$ cat src/rtl/bru_pkg.sv
// rtl/bru_pkg.sv - shared types and constants for the branch resolve unit
package bru_pkg;

    typedef logic [1:0] bht_ctr_t;

    localparam bht_ctr_t BHT_RESET = 2'b01;
    localparam int       PC_STEP   = 4;

endpackage

$ cat src/rtl/sat_ctr2.sv
// rtl/sat_ctr2.sv - next state of a 2-bit saturating direction counter
module sat_ctr2
    import bru_pkg::*;
(
    input  bht_ctr_t ctr_i,
    input  logic     taken_i,
    output bht_ctr_t ctr_o
);

    always_comb begin
        ctr_o = ctr_i;
        if (taken_i) begin
            if (ctr_i != 2'b11) ctr_o = ctr_i + 2'b01;
        end else begin
            if (ctr_i != 2'b00) ctr_o = ctr_i - 2'b01;
        end
    end

endmodule

$ cat src/rtl/branch_resolve_unit.sv
// rtl/branch_resolve_unit.sv - EX-stage branch outcome, BHT training, redirect and statistics
module branch_resolve_unit
    import bru_pkg::*;
#(
    parameter  int XLEN        = 32,
    parameter  int BHT_ENTRIES = 16,
    localparam int IDX_W       = $clog2(BHT_ENTRIES)
) (
    input  logic            clk,
    input  logic            rst_n,
    input  logic [XLEN-1:0] PredPC,
    output logic            PredTaken,
    input  logic            ExValid,
    input  logic            ExStall,
    input  logic            ExIsBranch,
    input  logic            ExIsJump,
    input  logic            ExCond,
    input  logic            ExPredTaken,
    input  logic [XLEN-1:0] ExPC,
    input  logic [XLEN-1:0] ExTarget,
    output logic            Redirect,
    output logic [XLEN-1:0] RedirectPC,
    output logic            FlushIFID,
    output logic            FlushIDEX,
    output logic [31:0]     BranchCount,
    output logic [31:0]     MispredCount
);

    bht_ctr_t bht_q [BHT_ENTRIES];

    logic [IDX_W-1:0] pred_idx;
    logic [IDX_W-1:0] ex_idx;
    bht_ctr_t         ex_ctr_next;

    logic            squash, act, is_jump, is_branch, actual_taken, mispred;
    logic [XLEN-1:0] correct_pc;

    logic            redirect_q, redirect_d;
    logic [XLEN-1:0] redirect_pc_q, redirect_pc_d;
    logic [31:0]     branch_cnt_q, mispred_cnt_q;

    logic unused_pred_bits;
    assign unused_pred_bits = ^{PredPC[XLEN-1:IDX_W+2], PredPC[1:0]};

    assign pred_idx  = PredPC[IDX_W+1:2];
    assign ex_idx    = ExPC[IDX_W+1:2];
    // Read sees the pre-update counter; no same-cycle bypass.
    assign PredTaken = bht_q[pred_idx][1];

    // An illegal branch+jump decode resolves as a plain jump.
    assign is_jump      = ExIsJump;
    assign is_branch    = ExIsBranch & ~ExIsJump;
    assign squash       = redirect_q;
    assign act          = ExValid & ~ExStall & ~squash;
    assign actual_taken = is_jump | (is_branch & ExCond);
    assign mispred      = act & (is_branch | is_jump) & (actual_taken != ExPredTaken);
    assign correct_pc   = actual_taken ? ExTarget : ExPC + XLEN'(PC_STEP);

    assign redirect_d    = mispred;
    assign redirect_pc_d = mispred ? correct_pc : redirect_pc_q;

    sat_ctr2 u_sat_ctr2 (
        .ctr_i   (bht_q[ex_idx]),
        .taken_i (ExCond),
        .ctr_o   (ex_ctr_next)
    );

    always_ff @(posedge clk or negedge rst_n) begin
        if (!rst_n) begin
            for (int i = 0; i < BHT_ENTRIES; i++) bht_q[i] <= BHT_RESET;
        end else if (act & is_branch) begin
            bht_q[ex_idx] <= ex_ctr_next;
        end
    end

    always_ff @(posedge clk or negedge rst_n) begin
        if (!rst_n) begin
            redirect_q    <= 1'b0;
            redirect_pc_q <= '0;
            branch_cnt_q  <= '0;
            mispred_cnt_q <= '0;
        end else begin
            redirect_q    <= redirect_d;
            redirect_pc_q <= redirect_pc_d;
            if (act & is_branch) branch_cnt_q <= branch_cnt_q + 32'd1;
            if (mispred)         mispred_cnt_q <= mispred_cnt_q + 32'd1;
        end
    end

    assign Redirect     = redirect_q;
    assign FlushIFID    = redirect_q;
    assign FlushIDEX    = redirect_q;
    assign RedirectPC   = redirect_pc_q;
    assign BranchCount  = branch_cnt_q;
    assign MispredCount = mispred_cnt_q;

endmodule

$ cat config.mk
export PLATFORM = sky130hd
export DESIGN_NAME = branch_resolve_unit
export DESIGN_NICKNAME = d
export VERILOG_FILES = /design/src/rtl/bru_pkg.sv /design/src/rtl/sat_ctr2.sv /design/src/rtl/branch_resolve_unit.sv
export SDC_FILE = /design/constraint.sdc
export NUM_CORES = 1
export LEC_CHECK = 0
export BUFFER_PORTS_ARGS = -buffer_cell sky130_fd_sc_hd__buf_2
export CORE_UTILIZATION = 52
export CTS_CLUSTER_DIAMETER = 200
export DETAILED_ROUTE_END_ITERATION = 8
export GPL_TIMING_DRIVEN = 0
export MAX_ROUTING_LAYER = met4
export PLACE_DENSITY = 0.81
export SETUP_SLACK_MARGIN = 0.5
export SLEW_MARGIN = 20
export SYNTH_ARGS = -nofsm -noshare
export SYNTH_HDL_FRONTEND = slang
export SYNTH_HIERARCHICAL = 1
export SYNTH_SLANG_ARGS = --single-unit
$ cat constraint.sdc
create_clock -name clk -period 3.35 [get_ports clk]
set_clock_uncertainty 0.2 [all_clocks]
set_input_delay 0.67 -clock clk [delete_from_list [all_inputs] [get_ports clk]]
set_output_delay 0.67 -clock clk [all_outputs]
set_load 0.02 [all_outputs]
# Word-level counts from Yosys, hierarchy flattened
# Index checks and enable logic that the tools add are counted.
[totals]
output_inout_bits = 100
ff_bits = 129
[classes]
mux = 13
bitwise_logic = 14
order_cmp = 3
eq_ne = 2
addsub = 5
reduce_logical = 2
[op_table]
columns = ["op", "count"]
rows = [
  ["$add A32 B1 Y32 const B", 2],
  ["$add A32 B3 Y32 const B", 1],
  ["$bwmux W32", 1],
  ["$mux W32", 1],
  ["$bmux W2 S4", 2],
  ["$mux W2", 8],
  ["$ge A5 B5 Y1 const B", 2],
  ["$not A4 Y5", 2],
  ["$demux W2 S4", 1],
  ["$and A1 B1 Y1", 7],
  ["$lt A5 B1 Y1 const B", 1],
  ["$not A1 Y1", 3],
  ["$add A2 B1 Y2 const B", 1],
  ["$ne A2 B2 Y1 const B", 1],
  ["$or A1 B1 Y1", 2],
  ["$reduce_bool A2 Y1", 1],
  ["$sub A2 B1 Y2 const B", 1],
  ["$logic_and A1 B1 Y1", 1],
  ["$ne A1 B1 Y1", 1],
]

# Logic depth before layout (Yosys ltp)
# Gate-level depths: netlist of the first run.
[logic_depth]
depth_word = 8
ltp_mapped = 7

# Hierarchy
# The synthesis of the first run kept the hierarchy.
[modules_own_cells]
columns = ["module", "area_per_inst_um2", "cells_each", "instances"]
rows = [
  ["branch_resolve_unit", 6746.5, 634, 1],
  ["sat_ctr2", 26.3, 3, 1],
]

# Worst setup path after synthesis of the first run
# No wires, ideal clock.
[synth_path]
kind = "input-to-reg"
start = "input ExPC[2]"
end = "register bht_q[17] (netlist bit)"
arrival_ps = 2687
setup_time_ps = 125
slack_ps = 338
n_path_buf = 2
path_stages = 6
cell_sequence = "buf_2 mux4_2 mux4_2 maj3_2 clkbuf_1 mux2_2"
[synth_via]
elab_chain_len = 8
word_cells_on_any_way = 17
classes_between = "add/sub: 2; order compare: 2; eq/ne: 1; mux: 9; bitwise: 1; reduce/logical: 2"
[synth_rtl]
columns = ["element", "line", "rtl"]
rows = [
  ["from (decl)", "branch_resolve_unit.sv:19", "input logic [XLEN-1:0] ExPC,"],
  ["$not A4 Y5 (implied by the code) (*)", "branch_resolve_unit.sv:63", ".ctr_i (bht_q[ex_idx]),"],
  ["$bmux W2 S4 (*)", "branch_resolve_unit.sv:63", ""],
  ["$mux W2 (implied by the code) (*) (2 in a row)", "branch_resolve_unit.sv:63", ""],
  ["$sub A2 B1 Y2 (tied with other cells)", "sat_ctr2.sv:15", "if (ctr_i != 2'b00) ctr_o = ctr_i - 2'b01;"],
  ["$mux W2 (on tied branches)", "sat_ctr2.sv:15, sat_ctr2.sv:13", ""],
  ["$mux W2 (*)", "sat_ctr2.sv:12", "if (taken_i) begin"],
  ["named net ex_ctr_next[1]", "branch_resolve_unit.sv:33", "bht_ctr_t ex_ctr_next;"],
  ["$bwmux W32 (*)", "branch_resolve_unit.sv:72", "bht_q[ex_idx] <= ex_ctr_next;"],
  ["to (signal, indexed assignment)", "branch_resolve_unit.sv:72", ""],
  ["to (decl)", "branch_resolve_unit.sv:29", "bht_ctr_t bht_q [BHT_ENTRIES];"],
]
# The timed path passes the listed nets; every way through them passes the cells marked *. The select of a mux whose other input is x is not followed.
# A chain may end at the register's enable or synchronous reset.

# Worst setup path after layout of the first run
[layout_path]
start = "register bht_q[7] (netlist bit)"
end = "output PredTaken"
[layout_via]
elab_chain_len = 3
[layout_rtl]
columns = ["element", "line", "rtl"]
rows = [
  ["$bmux W2 S4", "branch_resolve_unit.sv:48", "assign PredTaken = bht_q[pred_idx][1];"],
  ["$mux W2 (implied by the code) (2 in a row)", "branch_resolve_unit.sv:48", ""],
  ["to (decl)", "branch_resolve_unit.sv:12", "output logic PredTaken,"],
]
# Every way passes these cells. The select of a mux whose other input is x is not followed.

==> summary.txt, run 1 <==
Finish
  • Layout filler cell count: between 900 and 1,000
  • Number of nets at the end of the flow: 950
  • Area overhead of the layout relative to synthesis: 28.2%
  • Fraction of final layout cells sized beyond drive strength 1: a little over a third
  • Area taken by multi-input logic gates: roughly 0.0034 sq mm
  • Core Util, Final: roughly two thirds
  • Area taken by flip-flops and latches: about 0.0032 sq mm

Synthesis
  • Top_reg_cell synth: dfrtp_1
  • Async SR Flop Fraction: 100%
  • Combined area of all synthesized cells: about 0.0068 sq mm
  • Post-synthesis sequential area ratio: 48.0%
  • Library cells used by synthesis: 50
  • Synthesized area per cell: between 10 and 15 sq um
  • Net count after synthesis: roughly 750
  • Count of flip-flops with a built-in enable after synthesis: 0
  • Number of storage elements in the synthesis netlist: between 100 and 150
  • Biggest area contributors in the synthesized netlist: dfrtp_1 (42%), xnor2_1 (6.7%), dfstp_2 (6.2%)
  • Share of Yosys cell area claimed by the top area cell type: a little over two fifths
  • Library cell occupying the most area in the post-synthesis netlist: dfrtp_1
  • Post-synthesis instance total: ~640
  • Warning count from the yosys run: 6

Floorplan
  • Die area: approximately 0.013 sq mm
  • Die H: around 120 um
  • Num ports: 204
  • Starting density of the core: between 50% and 60%
  • Core region area: around 0.013 sq mm
  • Die span in x: roughly 120 um
  • Placement Rows: between 40 and 50

Job
  • Maxcap violations: 0

Clock network
  • Clock root buffer master: clkbuf_16
  • Level count of the clock H-tree: 4
  • TritonCTS Sinks: around 130
  • TritonCTS clock tree: done
  • Clk Latency, worst-skew pair: 0.42 ns
  • Number of buffers on the longest clock path: 2
  • Number of buffers added by the clock tree synthesis step: 17
  • CTS clock-pin slew for the worst setup and hold paths: roughly 0.060 ns

Global route
  • Antenna violations before repair: 1
  • Wire length of the first global-routing pass: 28.1 mm
  • Pin count of the biggest net entering global routing: between 60 and 70
  • Gr ovfl total: 0
  • Overall routing resource usage: between 20 and 30%
  • Vias in the first global route: approximately 5,600

Setup path
  • Required time of the critical path: around 2.5 ns
  • Startpoint-to-endpoint class of the critical path: register to primary output
  • Maximum fanout along the worst path: 2
  • Data arrival at the endpoint of the critical path: 1.97 ns
  • Critical Path End Type: primary output
  • Crit path launch type: register

Run status
  • Run status: finished clean

Pwr
  • Maximum vdd ir drop: ~400 uV
  • Lkg Pwr: 4.15 nW
  • Power per unit of standard cell area: between 500 and 600 mW/mm^2

Placement
  • Placement Setup Slack: -0.0305 ns
  • Detailed Place HPWL: about 13 mm
  • Routability cong.: around 0.85
  • Buffers added on ports: between 150 and 200

Routing
  • Vias post-DR: 5,838
  • Vias per cell: 5.68
  • Highest routed metal layer: met4
  • Detail Route met3 WL: around 950 um
  • Final routed wirelength across all metal layers: between 15 and 20 mm
  • Drt initial violations: roughly 500
  • Post-detailed-route DRC marker count: 0
  • Wire length on met1: ~7.7 mm
  • Routed wire length per instance: approximately 17 um
  • Metal2 WL: between 8 and 9 mm
  • DRT Pass-1 Iters: 5
  • Number of antenna-violating nets in the routed design: 0

Timing
  • Final min period: 2.84 ns
  • Max_slew headroom: ~30%
  • Final worst slack: about 0.5 ns
  • Fmax achieved: 352 MHz
  • Share of the clock period used by the worst path: a little over four fifths
  • Count of endpoints failing setup in the final report: 0
  • Tightest Pin Transition: slightly above 1 ns
  • Fin. Hold Viols: 0
  • Final-report max-slew violation count: 0
  • Unrepaired setup endpoints after global routing: yes

Min path
  • Hold crit path type: register to register
-- cells in the mapped netlist (2+ instances only) --
| library cell | n |
|---|---|
| mux2_2 | 33 |
| buf_4 | 2 |
| o21ai_0 | 29 |
| buf_1 | 3 |
| a31oi_1 | 4 |
| a21oi_1 | 15 |
| dfstp_2 | 16 |
| ha_1 | 6 |
| clkbuf_1 | 20 |
| nor4_2 | 4 |
| nand2_1 | 62 |
| o22ai_1 | 4 |
| buf_2 | 2 |
| nand3_2 | 2 |
| inv_1 | 12 |
| xor2_1 | 28 |
| or3_1 | 3 |
| o21ai_1 | 3 |
| and2_1 | 8 |
| dfrtp_1 | 113 |
| xnor2_1 | 52 |
| a41oi_1 | 3 |
| nor3_1 | 13 |
| and3_1 | 16 |
| mux2i_1 | 4 |
| a31o_2 | 2 |
| nand4_1 | 35 |
| or4_1 | 2 |
| and4_1 | 10 |
| nor4_1 | 9 |
| maj3_2 | 2 |
| nor2_1 | 34 |
| a21o_1 | 3 |
| a311oi_1 | 3 |
| nor2b_1 | 3 |
| mux4_2 | 15 |
| nand3_1 | 49 |
-- final timing paths --
check	from	endpoint	depth (start not counted)	slack [ns]
max	bht_q[7]$_DFFE_PN0P_	PredTaken	3	0.51
min	BranchCount[31]$_DFFE_PN0P_	BranchCount[31]$_DFFE_PN0P_	1	0.26
max in group asynchronous	rst_n	RedirectPC[17]$_DFFE_PN0P_	3	1.70
min in group asynchronous	rst_n	BranchCount[28]$_DFFE_PN0P_	2	0.57
max reg2reg	bht_q[7]$_DFFE_PN0P_	bht_q[23]$_DFFE_PN0P_	6	0.72
min reg2reg	BranchCount[31]$_DFFE_PN0P_	BranchCount[31]$_DFFE_PN0P_	1	0.26
-- registers in the layout, indices dropped and copies added (netlist names) --
register      cells
FlushIDEX         1
bht_q            32
MispredCount     32
RedirectPC       32
BranchCount      32
-- cell type report --
type / count / share of cell area [%]
Clock inverter: 14 / 2.71
Inverter: 12 / 0.519
Sequential cell: 129 / 37.4
Buffer: 28 / 1.70
Multi-Input combinational cell: 468 / 38.6
Clock buffer: 18 / 5.06
Timing Repair Buffer: 184 / 11.4
Tap cell: 172 / 2.48
Antenna cell: 3 / 0.0864
-- layer usage --
metal / vias to the layer above / track usage, %
met4: 0 / 12.7
met5: - / -
met3: 43 / 5.35
li1: 2721 / -
met2: 247 / 45.2
met1: 2827 / 36.1
-- kinds of logic (layout without fill, tap and decap cells) --
logic type,Yosys count,after routing,synth area share (%)
buf+inv,40,256,2.48
fa+ha+maj,8,8,1.44
other cells,0,3,0
mux,52,52,11.1
compound gates,69,69,5.97
flops,129,129,48.0
xor+xnor,80,80,10.3
simple gates,259,259,20.7
-- cells in the final DEF (no fill, tap or decap), types with 4 or more instances in the layout --
master,instances
a21oi_1,15
a31oi_1,4
and2_1,8
and3_1,16
and4_1,10
buf_2,172
buf_4,9
bufinv_16,6
clkbuf_1,17
clkbuf_16,17
dfrtp_1,113
dfstp_2,16
ha_1,6
inv_1,12
mux2_2,33
mux2i_1,4
mux4_2,15
nand2_1,62
nand3_1,49
nand4_1,35
nor2_1,34
nor3_1,13
nor4_1,9
nor4_2,4
o21ai_0,29
o22ai_1,4
xnor2_1,52
xor2_1,28
-- what timing repair did --
action | CTS | global route
endpoints found under the hold margin | 9 | 0
cloned | 0 | 0
setup endpoints to repair | 11 | 21
pin swaps | 0 | 2
setup buffers | 2 | 5
hold buffers | 1 | 0
gates resized for setup | 5 | 2
-- stage by stage --
step / hold WS [ns] / instance area, sq um / std cells / setup TNS (ns) / total power, mW
2_1_floorplan: 0.174 / 6790 / 637 / 0 / 2.32
3_3_place_gp: 0.254 / 7890 / 984 / -30.18 / 2.65
3_5_place_dp: 0.254 / 7920 / 985 / -0.234 / 2.68
4_1_cts: 0.266 / 8630 / 1020 / 0 / 4.80
5_1_grt: 0.276 / 8680 / 1026 / 0 / 4.97
6_report: 0.261 / 8690 / 1028 / 0 / 4.77
-- critical path, stage by stage, from the launching register on --
cell     delay, ns
dfrtp_1       0.40
mux4_2        0.52
mux4_2        0.50
buf_6         0.15
-- report_power, final --
| group | internal [mW] | switching (mW) | leakage (nW) |
|---|---|---|---|
| clock network | 1.41 | 0.695 | 0.322 |
| logic | 0.297 | 0.514 | 2.16 |
| registers | 1.73 | 0.128 | 1.66 |
| total | 3.44 | 1.34 | 4.15 |
(Power assumes the default switching activity.)
==> run 2, diff against run 1 <==
CORE_UTILIZATION = 47   (was 52)
PLACE_DENSITY = 0.77   (was 0.81)
clock period = 2.44 ns   (was 3.35 ns; I/O delays follow)
==> run 2 against run 1 <==
Power up 43%. Sequential power grew 41%. Combinational power is 73% higher. Die area is 10% higher. The run now ends with setup timing left. Global-route usage grew 0.26 points. Critical path depth unchanged. Non-clock buffer count rose by 41. Sequential cell count stayed put. Sequential share of layout area decreased by 5.6 points. Worst setup slack worse by 0.69 ns.
==> summary.txt, run 2 (synthesis gave the netlist of run 1 again) <==
Run status
  • Run status: finished, violations left
  • Failing checks: setup timing

Floorplan
  • Die span in x: 122 um (+5.1%)
  • Die area: 0.0149 sq mm (+10%)
  • Starting density of the core: 48.4% (-5.0 points)
  • Num ports: 204 (unchanged)
  • Die H: 122 um (+5.1%)
  • Placement Rows: 43 (+4.9%)
  • Core region area: 0.0140 sq mm (+10%)

Finish
  • Area overhead of the layout relative to synthesis: 51.5%
  • Most frequent standard cell in the layout excluding fill and tap cells: buf_2
  • Core Util, Final: 73.4% (+4.8 points)
  • Area taken by multi-input logic gates: 0.00422 sq mm (+26%)
  • Layout filler cell count: 939 (-3.3%)
  • Commonest cells after routing, fill and taps aside: buf_2 (170), dfrtp_1 (99), xnor2_1 (39), nand4_1 (35), nand3_1 (34)
  • Area taken by flip-flops and latches: 0.00327 sq mm (+0.54%)
  • Fraction of final layout cells sized beyond drive strength 1: 54.6% (+19 points)
  • Number of nets at the end of the flow: 992 (+4.4%)

Global route
  • Met3 Use GR: 5.34% (-0.0080 points)
  • Vias in the first global route: 6,100 (+9.1%)
  • Met1 track utilization from global routing: 37.0% (+0.85 points)
  • Overall routing resource usage: 28.9% (+0.26 points)
  • Wire length of the first global-routing pass: 31.8 mm (+13%)
  • Met2 track demand over resource in global routing: 44.4% (-0.89 points)
  • Pin count of the biggest net entering global routing: 71 (+2.9%)
  • Gr ovfl total: 0 (unchanged)
  • Highest-utilization routing layer at the global route stage: met2
  • Antenna violations before repair: 2 (+1)

Pwr
  • Logic pwr share: 20.5% (+3.5 points)
  • Clock group share of total power: 41.1% (-3.1 points)
  • Switching share of total power: 29.9% (+1.9 points)
  • Maximum vdd ir drop: 565 uV (+40%)
  • Power per unit of standard cell area: 664 mW/mm^2 (+21%)
  • Part of the power in registers: 38.3% (-0.6 points)
  • Int Power: 4.77 mW (+39%)
  • Lkg Pwr: 4.89 nW (+18%)
  • Net load switching power: 2.04 mW (+52%)

Clock network
  • Number of buffers on the longest clock path: 2 (unchanged)
  • Number of buffers added by the clock tree synthesis step: 17 (unchanged)
  • TritonCTS clock tree: done
  • TritonCTS Sinks: 129 (unchanged)
  • CTS clock-pin slew for the worst setup and hold paths: 0.06 ns (about the same)
  • Level count of the clock H-tree: 4 (unchanged)
  • Clk Latency, worst-skew pair: 0.42 ns (about the same)
  • Clock root buffer master: clkbuf_16

Timing
  • Fmax achieved: 382 MHz
  • Count of endpoints failing setup in the final report: 33 (+33)
  • Max_slew headroom: 49.0% (+19 points)
  • Share of the clock period used by the worst path: 107%
  • Final sum of negative setup slack: -3.43 ns (-3.43 ns)
  • Final min period: about 2.6 ns
  • Fin. Hold Viols: 0 (unchanged)
  • Final worst slack: -0.181 ns (-0.687 ns)
  • Final-report max-slew violation count: 0 (unchanged)
  • Tightest Pin Transition: 0.765 ns (-0.272 ns)
  • Unrepaired setup endpoints after global routing: yes

Placement
  • Buffers added on ports: 175 (unchanged)
  • Routability cong.: 0.833 (-2.6%)
  • Detailed Place HPWL: 13.0 mm (+2.2%)

Setup path
  • CP bufs+invs: 1 (unchanged)
  • Delay of the slowest cell on the worst path: 0.49 ns (-0.03 ns)
  • Startpoint-to-endpoint class of the critical path: register to primary output
  • Crit path launch type: register
  • CP max-delay cell: mux4_2
  • Cell mode on critical path: mux4_2
  • Data arrival at the endpoint of the critical path: 1.93 ns (-0.04 ns)
  • Chain of cells forming the critical path: mux4_2 > mux4_2 > buf_6
  • Kind of cell with the highest combined delay on the critical path: multiplexers
  • Critical Path End Type: primary output
  • Maximum fanout along the worst path: 3 (+1)
  • Required time of the critical path: 1.75 ns (-0.73 ns)

Routing
  • DRT Pass-1 Iters: 5 (unchanged)
  • Routed wire length per instance: 19.8 um (+14%)
  • Vias per cell: 5.79 (+1.9%)
  • Drt initial violations: 446 (-10%)
  • Final routed wirelength across all metal layers: 21.3 mm (+20%)
  • Post-detailed-route DRC marker count: 0 (unchanged)
  • Number of antenna-violating nets in the routed design: 0 (unchanged)
  • Vias post-DR: 6,225 (+6.6%)

Job
  • Maxcap violations: 0 (unchanged)

Min path
  • Hold crit path type: input port to register
[run 2: power groups by stage]
stage | logic [mW] | clock network (mW) | registers [mW]
after global routing | 1.51 | 2.94 | 2.64
after global placement | 1.12 | 0 | 2.58
after floorplan | 0.435 | 0 | 2.80
after CTS | 1.31 | 2.83 | 2.59
after detailed placement | 1.15 | 0 | 2.58
final | 1.40 | 2.80 | 2.61
[run 2: tightest hold or removal path: stages]
cell     delay, ns
buf_2         0.10
nand2_1       0.05
a31oi_1       0.07
[run 2: final timing paths]
kind | start | endpoint | slack, ns | cells past startpoint
worst max-delay path | bht_q[15]$_DFFE_PN0P_ | PredTaken | -0.18 | 3
worst min-delay path | ExPC[0] | RedirectPC[0]$_DFFE_PN0P_ | 0.12 | 3
worst max register to register | bht_q[1]$_DFFE_PN0P_ | bht_q[29]$_DFFE_PN0P_ | -0.12 | 6
worst min register to register | BranchCount[31]$_DFFE_PN0P_ | BranchCount[31]$_DFFE_PN0P_ | 0.26 | 1
max in group asynchronous | rst_n | MispredCount[5]$_DFFE_PN0P_ | 0.93 | 3
min in group asynchronous | rst_n | BranchCount[28]$_DFFE_PN0P_ | 0.39 | 2
[run 2: routing by layer]
| metal | routed length [um] | up-vias |
|---|---|---|
| met5 | 0 | - |
| met4 | 644 | 0 |
| met3 | 1250 | 59 |
| met2 | 10600 | 287 |
| met1 | 8810 | 3070 |
| li1 | - | 2809 |
[run 2: stage by stage]
step                      hold slack, ns  cell area (sq um)  setup slack (ns)  power (mW)  instances
after floorplan                 -0.00759               7040            -0.214        3.23        637
after global placement             0.251               8140             -1.30        3.69        992
after detailed placement           0.247               8180            -0.644        3.73        993
after CTS                          0.110               9770            -0.198        6.73       1058
after global routing               0.110              10300            -0.209        7.08       1076
final                              0.116              10300            -0.181        6.81       1076
[run 2: area by class of cell]
class	instances	share of cell area, %
Tap cell	180	2.19
Timing Repair Buffer	225	14.9
Sequential cell	129	31.8
Buffer	28	3.13
Inverter	12	0.512
Clock buffer	18	4.28
Multi-Input combinational cell	469	41.1
Antenna cell	2	0.0488
Clock inverter	13	2.06
[run 2: what timing repair did]
item                                    CTS  global route
pin swaps                                78            66
endpoints found under the hold margin    43             0
cloned                                    5             3
buffers inserted                         28            13
hold buffers                              1             0
gates resized for setup                 168            82
endpoints found under the setup margin  124           125
==> run 3, diff against run 2 <==
PLACE_DENSITY = 0.89   (was 0.77)
==> run 3 against run 2 <==
Combinational power is 5% higher. Die area stayed put. Non-clock buffer count unchanged. Sequential cell count stayed put. Count of clock-buffer cells in the layout grew 3. The flow still finishes with violations (setup timing).
==> summary.txt, run 3 (synthesis gave the netlist of run 1 again) <==
Routing
  • Number of antenna-violating nets in the routed design: 0 (unchanged)
  • Post-detailed-route DRC marker count: 0 (unchanged)
  • Vias per cell: 6.07 (+4.9%)
  • Drt initial violations: 540 (+21%)
  • Final routed wirelength across all metal layers: 22.8 mm (+6.9%)
  • Vias post-DR: 6,527 (+4.9%)
  • DRT Pass-1 Iters: 5 (unchanged)
  • Routed wire length per instance: 21.2 um (+6.9%)

Timing
  • Fmax achieved: 379 MHz (-0.54%)
  • Final sum of negative setup slack: -1.09 ns (+2.34 ns)
  • Share of the clock period used by the worst path: 108% (+0.58 points)
  • Tightest Pin Transition: 0.833 ns (+0.0682 ns)
  • Unrepaired setup endpoints after global routing: yes
  • Count of endpoints failing setup in the final report: 27 (-18%)
  • Final min period: 2.64 ns (+0.0141 ns)
  • Final-report max-slew violation count: 0 (unchanged)
  • Minimum hold slack: 0.116 ns (-0.000375 ns)
  • Fin. Hold Viols: 0 (unchanged)
  • Final worst slack: -0.195 ns (-0.0141 ns)
  • Max_slew headroom: 44.4% (-4.5 points)

Finish
  • Most frequent standard cell in the layout excluding fill and tap cells: buf_2
  • Commonest cells after routing, fill and taps aside: buf_2 (171), dfrtp_1 (99), xnor2_1 (38), nand3_1 (37), nand4_1 (35)
  • Fraction of final layout cells sized beyond drive strength 1: 56.0% (+1.5 points)
  • Number of nets at the end of the flow: 991 (-0.10%)
  • Post-Layout Inst Area: 0.0104 sq mm (+1.1%)
  • Area overhead of the layout relative to synthesis: 53.1%

Clock network
  • Number of buffers added by the clock tree synthesis step: 17 (unchanged)
  • Clk Latency, worst-skew pair: 0.43 ns (about the same)
  • Number of buffers on the longest clock path: 2 (unchanged)
  • CTS clock-pin slew for the worst setup and hold paths: 0.06 ns (about the same)
  • TritonCTS clock tree: done
  • Clock root buffer master: clkbuf_16
  • TritonCTS Sinks: 129 (unchanged)
  • Level count of the clock H-tree: 4 (unchanged)

Placement
  • Routability cong.: 0.927 (+11%)
  • Detailed Place HPWL: 13.3 mm (+2.3%)
  • Placement Setup Slack: -0.626 ns (+0.0181 ns)
  • Buffers added on ports: 175 (unchanged)
  • Placed instance area: 0.00818 sq mm (unchanged)

Global route
  • Pin count of the biggest net entering global routing: 76 (+7.0%)
  • Vias in the first global route: 6,328 (+3.7%)
  • Wire length of the first global-routing pass: 33.6 mm (+5.7%)
  • Antenna violations before repair: 1 (-1)
  • Overall routing resource usage: 30.5% (+1.5 points)
  • Gr ovfl total: 0 (unchanged)

Floorplan
  • Placement Rows: 43 (unchanged)
  • Die span in x: 122 um (unchanged)
  • Die area: 0.0149 sq mm (unchanged)
  • Num ports: 204 (unchanged)
  • Die H: 122 um (unchanged)
  • Starting density of the core: 48.4% (unchanged)
  • Core region area: 0.0140 sq mm (unchanged)

Min path
  • Hold Startpoint: ExTarget[3]
  • Number of cells on the worst hold path: 3 (unchanged)
  • Hold crit path type: input port to register
  • Worst Hold Endpoint: RedirectPC[3]$_DFFE_PN0P_

Setup path
  • Kind of cell with the highest combined delay on the critical path: multiplexers
  • Critical Path End Type: primary output
  • Chain of cells forming the critical path: mux4_2 > mux4_2 > buf_6
  • Timing startpoint of the critical path: bht_q[1]$_DFFE_PN0P_
  • CP bufs+invs: 1 (unchanged)
  • Cell mode on critical path: mux4_2
  • CP max-delay cell: mux4_2
  • Required time of the critical path: 1.75 ns (about the same)
  • Setup slack, reg-to-reg: -0.07 ns (+0.05 ns)
  • Maximum fanout along the worst path: 3 (unchanged)
  • Data arrival at the endpoint of the critical path: 1.95 ns (+0.02 ns)
  • Delay of the slowest cell on the worst path: 0.49 ns (about the same)
  • Worst R2R End: bht_q[15]$_DFFE_PN0P_
  • Startpoint-to-endpoint class of the critical path: register to primary output
  • Cell depth of the worst flop-to-flop path: 5 (-1)
  • Reg-to-reg critical path startpoint: bht_q[15]$_DFFE_PN0P_
  • Crit path launch type: register

Run status
  • Failing checks: setup timing
  • Run status: finished, violations left

Pwr
  • Lkg Pwr: 4.95 nW (+1.2%)
  • Maximum vdd ir drop: 508 uV (-10%)
  • Power after layout: 6.74 mW (-1.1%)
  • Power per unit of standard cell area: 650 mW/mm^2 (-2.1%)

Job
  • Maxcap violations: 0 (unchanged)
-- run 3: changes by cell type in the layout (fill, tap and decap cells not counted), sizes merged --
| cell | before | now |
|---|---|---|
| clkbuf | 36 | 39 |
| inv | 12 | 13 |
| nor2 | 35 | 34 |
| bufinv | 5 | 2 |
| clkinv | 4 | 5 |
| clkinvlp | 4 | 3 |
-- run 3: timing repair --
| action | 4_1_cts | 5_1_grt |
|---|---|---|
| setup endpoints to repair | 124 | 127 |
| setup buffers | 30 | 13 |
| gates cloned | 3 | 2 |
| hold endpoints to repair | 67 | 0 |
| hold buffers | 1 | 0 |
| pin swaps | 90 | 56 |
| resized for setup | 183 | 104 |
-- run 3: worst max-delay path by stage --
stage                     depth (start not counted)  slack [ns]                    end
after CTS                                         3       -0.20              PredTaken
after detailed placement                          7       -0.63  bht_q[23]$_DFFE_PN0P_
after floorplan                                   6       -0.21  bht_q[17]$_DFFE_PN0P_
final                                             3       -0.20              PredTaken
after global placement                            1       -1.25    FlushIDEX$_DFF_PN0_
after global routing                              3       -0.22              PredTaken
-- run 3: layout make-up --
type | count | area, sq um
Sequential cell | 129 | 3270
Tap cell | 180 | 225
Fill cell | 896 | 3620
Antenna cell | 2 | 5.00
Clock buffer | 21 | 480
Buffer | 28 | 317
Inverter | 12 | 57.6
Multi-Input combinational cell | 468 | 4390
Timing Repair Buffer | 225 | 1500
Clock inverter | 11 | 128
-- run 3: routing by layer --
layer / track usage [%] / vias to the layer above / routed length, um
met4: 13.9 / 0 / 860
li1: - / 2814 / -
met3: 5.90 / 85 / 1510
met2: 47.6 / 362 / 11400
met5: - / - / 0
met1: 38.1 / 3266 / 8960
-- run 3: report_power, final --
group | internal, mW | total, mW | switching (mW)
logic | 0.594 | 1.47 | 0.878
clock network | 1.62 | 2.64 | 1.02
registers | 2.38 | 2.63 | 0.253
-- run 3: through the flow --
| stage | utilization [%] | instances |
|---|---|---|
| finish | 74.1 | 1076 |
| floorplan | - | 637 |
| global placement | 58.2 | 992 |
| CTS | 69.7 | 1059 |
| global route | 74.1 | 1075 |
| detailed placement | 58.5 | 993 |
-- run 3: worst register-to-register path, cell delays in order, from the launching register on --
cell and delay, ns:
dfrtp_1 0.42, mux4_2 0.48, mux4_2 0.49, maj3_2 0.37, buf_8 0.16, mux2_4 0.27
